--- src/rtl/instr_queue_decoder_if.sv ---
// Producer/consumer bundle for the instruction queue: enqueue handshake,
// dequeue handshake, decoded head fields and occupancy.
interface instr_queue_decoder_if #(
    parameter int DEPTH = 4
);
    localparam int LW = $clog2(DEPTH) + 1;

    logic [31:0]   in_instr;
    logic          in_valid;
    logic          in_ready;
    logic          out_valid;
    logic          out_ready;
    logic [5:0]    opcode;
    logic [5:0]    funct;
    logic [4:0]    rs;
    logic [4:0]    rt;
    logic [4:0]    rd;
    logic [15:0]   immediate;
    logic [25:0]   jump_address;
    logic [1:0]    instr_type;
    logic [LW-1:0] level;

    modport master (
        output in_instr, in_valid, out_ready,
        input  in_ready, out_valid, opcode, funct, rs, rt, rd,
               immediate, jump_address, instr_type, level
    );

    modport slave (
        input  in_instr, in_valid, out_ready,
        output in_ready, out_valid, opcode, funct, rs, rt, rd,
               immediate, jump_address, instr_type, level
    );
endinterface

--- src/rtl/instr_queue_decoder.sv ---
// Circular-buffer instruction queue whose head word is decoded combinationally
// into MIPS-style fields and a format class (R / I / J / illegal).
module instr_queue_decoder #(
    parameter int DEPTH        = 4,
    parameter bit CLEAR_UNUSED = 1'b1
) (
    input  logic                  clk,
    input  logic                  reset_n,
    input  logic                  flush,
    instr_queue_decoder_if.slave  bus
);
    localparam int AW = $clog2(DEPTH);
    localparam int LW = AW + 1;

    logic [31:0]   mem [DEPTH];
    logic [AW-1:0] wr_ptr_reg, wr_ptr_next;
    logic [AW-1:0] rd_ptr_reg, rd_ptr_next;
    logic [LW-1:0] count_reg, count_next;
    logic          push, pop;
    logic          in_ready_w, out_valid_w;

    assign in_ready_w  = (count_reg < LW'(DEPTH));
    assign out_valid_w = (count_reg != '0);
    assign push        = bus.in_valid & in_ready_w;
    assign pop         = out_valid_w & bus.out_ready;

    always_comb begin
        wr_ptr_next = wr_ptr_reg;
        rd_ptr_next = rd_ptr_reg;
        count_next  = count_reg;
        if (flush) begin
            // A word offered alongside flush is deliberately dropped.
            wr_ptr_next = '0;
            rd_ptr_next = '0;
            count_next  = '0;
        end else begin
            if (push)
                wr_ptr_next = (wr_ptr_reg == AW'(DEPTH - 1)) ? '0 : wr_ptr_reg + AW'(1);
            if (pop)
                rd_ptr_next = (rd_ptr_reg == AW'(DEPTH - 1)) ? '0 : rd_ptr_reg + AW'(1);
            if (push && !pop)
                count_next = count_reg + LW'(1);
            else if (pop && !push)
                count_next = count_reg - LW'(1);
        end
    end

    always_ff @(posedge clk or negedge reset_n) begin
        if (!reset_n) begin
            wr_ptr_reg <= '0;
            rd_ptr_reg <= '0;
            count_reg  <= '0;
        end else begin
            wr_ptr_reg <= wr_ptr_next;
            rd_ptr_reg <= rd_ptr_next;
            count_reg  <= count_next;
        end
    end

    // Storage is left unreset; reads are masked whenever the queue is empty.
    always_ff @(posedge clk) begin
        if (push && !flush)
            mem[wr_ptr_reg] <= bus.in_instr;
    end

    logic [31:0] head;
    logic [1:0]  type_w;
    logic [5:0]  funct_w;
    logic [4:0]  rs_w, rt_w, rd_w;
    logic [15:0] imm_w;
    logic [25:0] ja_w;

    always_comb begin
        head = out_valid_w ? mem[rd_ptr_reg] : 32'h0;
        case (head[31:26])
            6'h00:                    type_w = 2'b00;
            6'h02, 6'h03:             type_w = 2'b10;
            6'h04, 6'h05, 6'h08, 6'h0A,
            6'h0C, 6'h0D, 6'h23, 6'h2B: type_w = 2'b01;
            default:                  type_w = 2'b11;
        endcase
        rs_w    = head[25:21];
        rt_w    = head[20:16];
        rd_w    = head[15:11];
        funct_w = head[5:0];
        imm_w   = head[15:0];
        ja_w    = head[25:0];
        if (CLEAR_UNUSED) begin
            case (type_w)
                2'b00: begin
                    imm_w = '0;
                    ja_w  = '0;
                end
                2'b01: begin
                    rd_w    = '0;
                    funct_w = '0;
                    ja_w    = '0;
                end
                2'b10: begin
                    rs_w    = '0;
                    rt_w    = '0;
                    rd_w    = '0;
                    funct_w = '0;
                    imm_w   = '0;
                end
                default: begin
                    rs_w    = '0;
                    rt_w    = '0;
                    rd_w    = '0;
                    funct_w = '0;
                    imm_w   = '0;
                    ja_w    = '0;
                end
            endcase
        end
    end

    assign bus.in_ready     = in_ready_w;
    assign bus.out_valid    = out_valid_w;
    assign bus.level        = count_reg;
    assign bus.opcode       = head[31:26];
    assign bus.instr_type   = type_w;
    assign bus.rs           = rs_w;
    assign bus.rt           = rt_w;
    assign bus.rd           = rd_w;
    assign bus.funct        = funct_w;
    assign bus.immediate    = imm_w;
    assign bus.jump_address = ja_w;
endmodule
--- src/flat_wrapper.sv ---
// flat-port wrapper written by rule: the top's interface ports become plain ports
module instr_queue_decoder_flat 
#(
    parameter int DEPTH        = 4,
    parameter bit CLEAR_UNUSED = 1'b1
)
  (clk, reset_n, flush, bus_in_instr, bus_in_valid, bus_out_ready, bus_in_ready, bus_out_valid, bus_opcode, bus_funct, bus_rs, bus_rt, bus_rd, bus_immediate, bus_jump_address, bus_instr_type, bus_level);
  instr_queue_decoder_if #(.DEPTH(DEPTH)) bus_i ();
  input  logic clk;
  input  logic reset_n;
  input  logic flush;
  input wire logic [$bits(bus_i.in_instr)-1:0] bus_in_instr;
  input wire logic [$bits(bus_i.in_valid)-1:0] bus_in_valid;
  input wire logic [$bits(bus_i.out_ready)-1:0] bus_out_ready;
  output wire logic [$bits(bus_i.in_ready)-1:0] bus_in_ready;
  output wire logic [$bits(bus_i.out_valid)-1:0] bus_out_valid;
  output wire logic [$bits(bus_i.opcode)-1:0] bus_opcode;
  output wire logic [$bits(bus_i.funct)-1:0] bus_funct;
  output wire logic [$bits(bus_i.rs)-1:0] bus_rs;
  output wire logic [$bits(bus_i.rt)-1:0] bus_rt;
  output wire logic [$bits(bus_i.rd)-1:0] bus_rd;
  output wire logic [$bits(bus_i.immediate)-1:0] bus_immediate;
  output wire logic [$bits(bus_i.jump_address)-1:0] bus_jump_address;
  output wire logic [$bits(bus_i.instr_type)-1:0] bus_instr_type;
  output wire logic [$bits(bus_i.level)-1:0] bus_level;
  assign bus_i.in_instr = bus_in_instr;
  assign bus_i.in_valid = bus_in_valid;
  assign bus_i.out_ready = bus_out_ready;
  assign bus_in_ready = bus_i.in_ready;
  assign bus_out_valid = bus_i.out_valid;
  assign bus_opcode = bus_i.opcode;
  assign bus_funct = bus_i.funct;
  assign bus_rs = bus_i.rs;
  assign bus_rt = bus_i.rt;
  assign bus_rd = bus_i.rd;
  assign bus_immediate = bus_i.immediate;
  assign bus_jump_address = bus_i.jump_address;
  assign bus_instr_type = bus_i.instr_type;
  assign bus_level = bus_i.level;
  instr_queue_decoder #(.DEPTH(DEPTH), .CLEAR_UNUSED(CLEAR_UNUSED)) u_core (.clk(clk), .reset_n(reset_n), .flush(flush), .bus(bus_i));
endmodule
--- config.mk ---
export PLATFORM = sky130hd
export DESIGN_NAME = instr_queue_decoder_flat
export DESIGN_NICKNAME = d
export VERILOG_FILES = /design/src/rtl/instr_queue_decoder_if.sv /design/src/rtl/instr_queue_decoder.sv /design/src/flat_wrapper.sv
export SDC_FILE = /design/constraint.sdc
export NUM_CORES = 1
export LEC_CHECK = 0
export CORE_AREA = 10 10 106 131
export CTS_CLUSTER_SIZE = 16
export DETAILED_ROUTE_END_ITERATION = 6
export DIE_AREA = 0 0 116 141
export HOLD_SLACK_MARGIN = 0.12
export PLACE_DENSITY_LB_ADDON = 0.1
export REMOVE_ABC_BUFFERS = 1
export SYNTH_ARGS = -nofsm -noshare
export SYNTH_HDL_FRONTEND = slang
export SYNTH_SLANG_ARGS = --single-unit
--- constraint.sdc ---
create_clock -name clk -period 3.1 [get_ports clk]
set_input_delay 0.31 -clock clk [delete_from_list [all_inputs] [get_ports clk]]
set_output_delay 0.31 -clock clk [all_outputs]
set_load 0.01 [all_outputs]
==> qor.yml <==
layout:
  antenna_cells: 0
  largest_reg_flops: 128
  finalNetCount: 526
  synthToLayoutAreaGrowth_pct: 32.48
  n_fill_cell: 814
  multi_input_area_sq_um: 1562
  stdcell_count: 632
  mostFrequentLayoutCells: "128 x edfxtp_1, 58 x clkbuf_2, 47 x clkdlybuf4s50_1, 45 x nor2_1, 32 x mux4_2"
  fin_util: 0.6543
  register_area_sq_um: 4021
  regMostFlops: "u_core.mem"
  drive_above_1_share: 0.3543
  final_common_cell: "edfxtp_1"
critical_path:
  crit_start: "u_core.rd_ptr_reg[0]$_DFFE_PN0P_"
  crit_type: "flop to output pin"
  cp_slowest_cell: "mux4_2"
  startpoint_type: "flop"
  r2r_cells: 6
  required_ns: 2.79
  path_cells: "buf_4 > mux4_2 > buf_6 > nor4_4 > buf_4 > nand2_1 > buf_6 > nor2_1 > clkdlybuf4s15_2"
  crit_arrival_ns: 2.74
  crit_fanout: 14
  end_kind: "output pin"
  cp_slowest_stage_delay_ns: 0.52
  r2r_end: "u_core.bus.level[1]$_DFFE_PN0P_"
  r2r-start: "u_core.bus.level[0]$_DFFE_PN0P_"
  r2r_slack_ns: 0.52
power_and_ir_drop:
  power_density_nw_per_um2: 807.1
  ir_drop_mv: 0.4122
  power.leakage_nw: 2.699
placement:
  place_congestion: 0.8205
  port-buffer-count: 112
  place_inst: 593
  dp_hpwl_mm: 9.138
routing:
  viasPerCell: 5.435
  wl_mm: 13.68
  wl_per_cell_microns: 21.64
  first_pass_iters: 5
  drc_errors: 0
  drt_iter0_drc: 213
  via_count: 3435
  postRouteAntennaNets: 0
timing:
  finalCritPeriodShare: 0.9840
  slew-limit-headroom: 0.5278
  rsz0062_at_grt: "yes"
  post-route-min-period_ns: 3.050
  setup_viol: 0
  max_freq_ghz: 0.3278
  worst_pin_slew_ns: 0.7029
  clock_skew_ns: 0.009562
  hold_violations: 0
  slew_viol_final: 0
floorplanning:
  start_util: 0.4939
  die_width_microns: 116
  core-area_sq_um: 11450
  die_area_sq_um: 16360
  rows: 44
  ios: 113
  die_h_microns: 141
global_routing:
  grt_pass1_vias: 3760
  grt_pass1_wl_mm: 21.22
  track_usage: 0.1716
  antenna_found_initial: 0
  grt_overflow: 0
  grt_max_degree: 28
hold_path:
  hold_path_class: "input port to async pin"
clock_network:
  h-tree-depth: 4
  numClockSinks: 135
  numCtsBuffers: 17
  cts.clk_slew.worst_paths_ns: 0.05
  tritoncts: "built"
  holdBufCountCts: 0
  clockBufferDepth: 2
  root_buffer: "clkbuf_16"
  clk_latency_ns: 0.40
synthesis:
  yosysSeqAreaShare: 0.7106
  synthCells: 340
  synth.avg_cell_area_sq_um: 16.63
  synthDistinctLibCells: 32
  ys.flop_type: "edfxtp_1"
  async_reset_ff_frac: 0.05185
  netlist_area_sq_um: 5655
  synth_edf_count: 128
  yosysWarnings: 0
  ys_ff_latch: 135
flow_run:
  cap_violations: 0
outcome:
  outcome: "finished, final reports clean"
## critical path, delay by kind of cell, from the launching register on
kind | cells | cell delay (ns)
mux | 1 | 0.52
flops | 1 | 0.41
buf+inv | 5 | 0.90
simple gates | 3 | 0.52
## routing by layer
metal  vias to the layer above  global-route usage  share of wire
met5                         -                   0              0
met4                         0             0.05875          0.012
met3                        10             0.05308          0.071
met2                       108              0.2841           0.54
met1                      1725              0.2066           0.37
li1                       1592                   -              -
## timing repair
| item | CTS | global route |
|---|---|---|
| pin swaps | 1 | 1 |
| setup buffers | 2 | 6 |
| gates cloned | 0 | 1 |
| gates resized for setup | 77 | 127 |
| endpoints found under the setup margin | 64 | 59 |
## per-stage QoR
stage | hold WS (ns) | cell area [sq um] | TNS (ns) | setup WS (ns) | total power [W]
after floorplan | 0.01441 | 5554 | -25.90 | -0.6058 | 0.003165
after detailed placement | 0.6079 | 7036 | -0.03223 | -0.03223 | 0.004041
after global routing | 0.1834 | 7492 | -0.2119 | -0.08476 | 0.006348
after global placement | 0.5709 | 7036 | 0 | 0.09349 | 0.004008
after CTS | 0.1769 | 7630 | 0 | 0.01247 | 0.006054
final | 0.1813 | 7492 | 0 | 0.04950 | 0.006047
## synthesized netlist by cell type (all sizes together), types with 2 or more instances
cell type / n / area [sq um]
inv: 6 / 22.52
ha: 5 / 62.56
mux4: 32 / 720.7
nand2: 29 / 108.9
and3: 2 / 12.51
dfrtp: 7 / 175.2
and2: 10 / 62.56
nand2b: 2 / 12.51
clkbuf: 10 / 37.54
buf: 10 / 63.81
edfxtp: 128 / 3844
mux2i: 2 / 20.02
nor2: 45 / 168.9
nand3: 2 / 10.01
nor3: 5 / 25.02
a21oi: 33 / 202.7
## where the power goes
group	total [W]	leakage (nW)	internal, W	switching, W
Combinational	0.00182	1.16	0.000797	0.00102
Sequential	0.00219	1.25	0.00212	0.0000654
Clock	0.00204	0.290	0.00134	0.000704
Total	0.00605	2.70	0.00426	0.00179
## cells by family (layout without fill, tap and decap cells)
kind of cell,Yosys count,after routing,synth area share
XOR/XNOR,1,1,0.001549
adder cells (fa/ha/maj),6,6,0.01460
AO/OA/AOI/OAI,37,37,0.04181
multiplexers,34,34,0.1310
AND/OR/NAND/NOR,100,100,0.07788
flip-flops,135,135,0.7106
buffers and inverters,27,181,0.02257
## worst max path at each step
stage                          end  cells past startpoint
2_1_floorplan    bus_instr_type[1]                      4
3_3_place_gp             bus_rs[1]                      5
3_5_place_dp             bus_rs[1]                      6
4_1_cts          bus_instr_type[1]                      7
5_1_grt        bus_jump_address[1]                      9
6_report       bus_jump_address[1]                      9
## final cells by class
cell class,count,share of cell area
Timing Repair Buffer,144,0.1471
Clock buffer,18,0.05728
Clock inverter,12,0.02388
Tap cell,138,0.02305
Multi-Input combinational cell,178,0.2084
Sequential cell,135,0.5367
Inverter,7,0.003507
Power figures use the tool's default switching activity.
==> edit: new RTL, same flow settings <==
`DEPTH` is set to 4 in 3 places; all go to 2.
--- a/src/rtl/instr_queue_decoder_if.sv
+++ b/src/rtl/instr_queue_decoder_if.sv
@@ -1,7 +1,7 @@
 // Producer/consumer bundle for the instruction queue: enqueue handshake,
 // dequeue handshake, decoded head fields and occupancy.
 interface instr_queue_decoder_if #(
-    parameter int DEPTH = 4
+    parameter int DEPTH = 2
 );
     localparam int LW = $clog2(DEPTH) + 1;
 
--- a/src/rtl/instr_queue_decoder.sv
+++ b/src/rtl/instr_queue_decoder.sv
@@ -1,7 +1,7 @@
 // Circular-buffer instruction queue whose head word is decoded combinationally
 // into MIPS-style fields and a format class (R / I / J / illegal).
 module instr_queue_decoder #(
-    parameter int DEPTH        = 4,
+    parameter int DEPTH        = 2,
     parameter bit CLEAR_UNUSED = 1'b1
 ) (
     input  logic                  clk,
--- a/src/flat_wrapper.sv
+++ b/src/flat_wrapper.sv
@@ -1,7 +1,7 @@
 // flat-port wrapper written by rule: the top's interface ports become plain ports
 module instr_queue_decoder_flat 
 #(
-    parameter int DEPTH        = 4,
+    parameter int DEPTH        = 2,
     parameter bit CLEAR_UNUSED = 1'b1
 )
   (clk, reset_n, flush, bus_in_instr, bus_in_valid, bus_out_ready, bus_in_ready, bus_out_valid, bus_opcode, bus_funct, bus_rs, bus_rt, bus_rd, bus_immediate, bus_jump_address, bus_instr_type, bus_level);
Ports: changed (resized bus_level); port bits go from 113 to 112. No check against the original RTL was run, so the function may have changed too.
==> edit against the unedited design <==
  * Fmax is 1.8% higher
  * Power is 58% lower
  * Via count is 25% lower
  * Cell area is 32% lower
  * Count of clock-buffer cells in the layout is 8 lower
  * Sequential power is 52% lower
  * Non-clock buffer count is 9 lower
  * Routed wire length is 26% lower
  * Sequential share of layout area is 14 points lower
  * Utilization is 21 points lower
  * Sequential cell count is 67 lower
  * Combinational power is 77% lower
  * Setup slack better by 55 ps
  * Synthesized area is 40% lower
==> edit: results (changes against the unedited design) <==
Run status:
- The run finished with clean final reports.

STA:
- The fmax was 0.3338 GHz (+1.8%).
- The worst clock skew is 4.365 ps (-5.198 ps).

CTS:
- The CTS H-tree depth was 3 (-1).
- The worst-skew pair later-pin latency is 330 ps (-70 ps).

Route:
- The number of vias per cell is 4.800 (-12%).
- The detailed-routed wire length on met2 was 5.258 mm (-29%).
- The number of vias in the routed layout is 2568 (-25%).
- The met3 routed wirelength is 617 um (-36%).
- The starting DRC count in detailed routing is 97 (-54%).
- The total wire length after detailed routing came to 10.12 mm (-26%).
- The wire length the detailed router placed on met1 is 4.049 mm (-20%).

Yosys:
- By count the netlist is led by 64 x sky130_fd_sc_hd__edfxtp_1, 28 x sky130_fd_sc_hd__nor2_1, 18 x sky130_fd_sc_hd__a21oi_1, 18 x sky130_fd_sc_hd__mux2i_1, 15 x sky130_fd_sc_hd__or3_1.
- The proportion of register bits with asynchronous set or reset after synthesis is 5.882% (+0.70 points).
- The number of distinct library cells after synthesis is 37 (+16%).
- In the post-synthesis netlist, the biggest area contributors are sky130_fd_sc_hd__edfxtp_1 56%, sky130_fd_sc_hd__mux2i_1 5.3%, sky130_fd_sc_hd__mux2_2 4.3%, sky130_fd_sc_hd__nor2_1 3.1%, sky130_fd_sc_hd__dfrtp_1 2.9%.

Global routing:
- The global routing met3 resource utilization is 3.227% (-2.1 points).
- The met2 usage in global routing is 21.18% (-7.2 points).

Layout:
- The flip-flop count of the largest register, all copies and words added came to 64 (-50%).
- The net total in the final layout is 429 (-18%).

Power:
- The worst vdd rail ir drop is 0.0002416 V (-41%).

Placement:
- The placer's final routability congestion estimate is 0.7196 (-12%).

Worst setup path:
- The startpoint identified for the worst register-to-register timing path is u_core.bus.level[1].
- The largest fanout on the critical path was 11 (-3).
- The reg-to-reg setup timing slack is 1520 ps (+1000 ps).
- The worst path arrival time is 2690 ps (-50 ps).
-- edit: cell type report --
| type | instances | share of cell area [%] |
|---|---|---|
| multi-input cells | 172 | 24.32 |
| inverters | 6 | 0.4417 |
| clock buffers | 10 | 4.491 |
| flip-flops and latches | 68 | 39.68 |
| well taps | 138 | 3.387 |
| clock inverters | 6 | 1.742 |
| repair buffers | 135 | 25.94 |
-- edit: kinds of logic (layout without fill, tap and decap cells) --
group,Yosys count,after routing,share of synthesized area (%)
xor+xnor,3,3,0.7716
simple gates,97,97,16.13
mux,35,35,11.31
flops,68,68,59.37
compound gates,37,37,7.532
buf+inv,27,157,4.886
-- edit: power by group --
group | switching [mW] | internal, mW | leakage [nW]
combinational | 0.219 | 0.199 | 0.899
sequential | 0.0162 | 1.05 | 0.639
clock | 0.383 | 0.704 | 0.149
total | 0.618 | 1.95 | 1.69
-- edit: what timing repair did --
action	CTS	global route
setup buffers	4	5
endpoints found under the hold margin	0	0
pin swaps	2	1
gates resized for setup	0	4
setup endpoints to repair	50	27
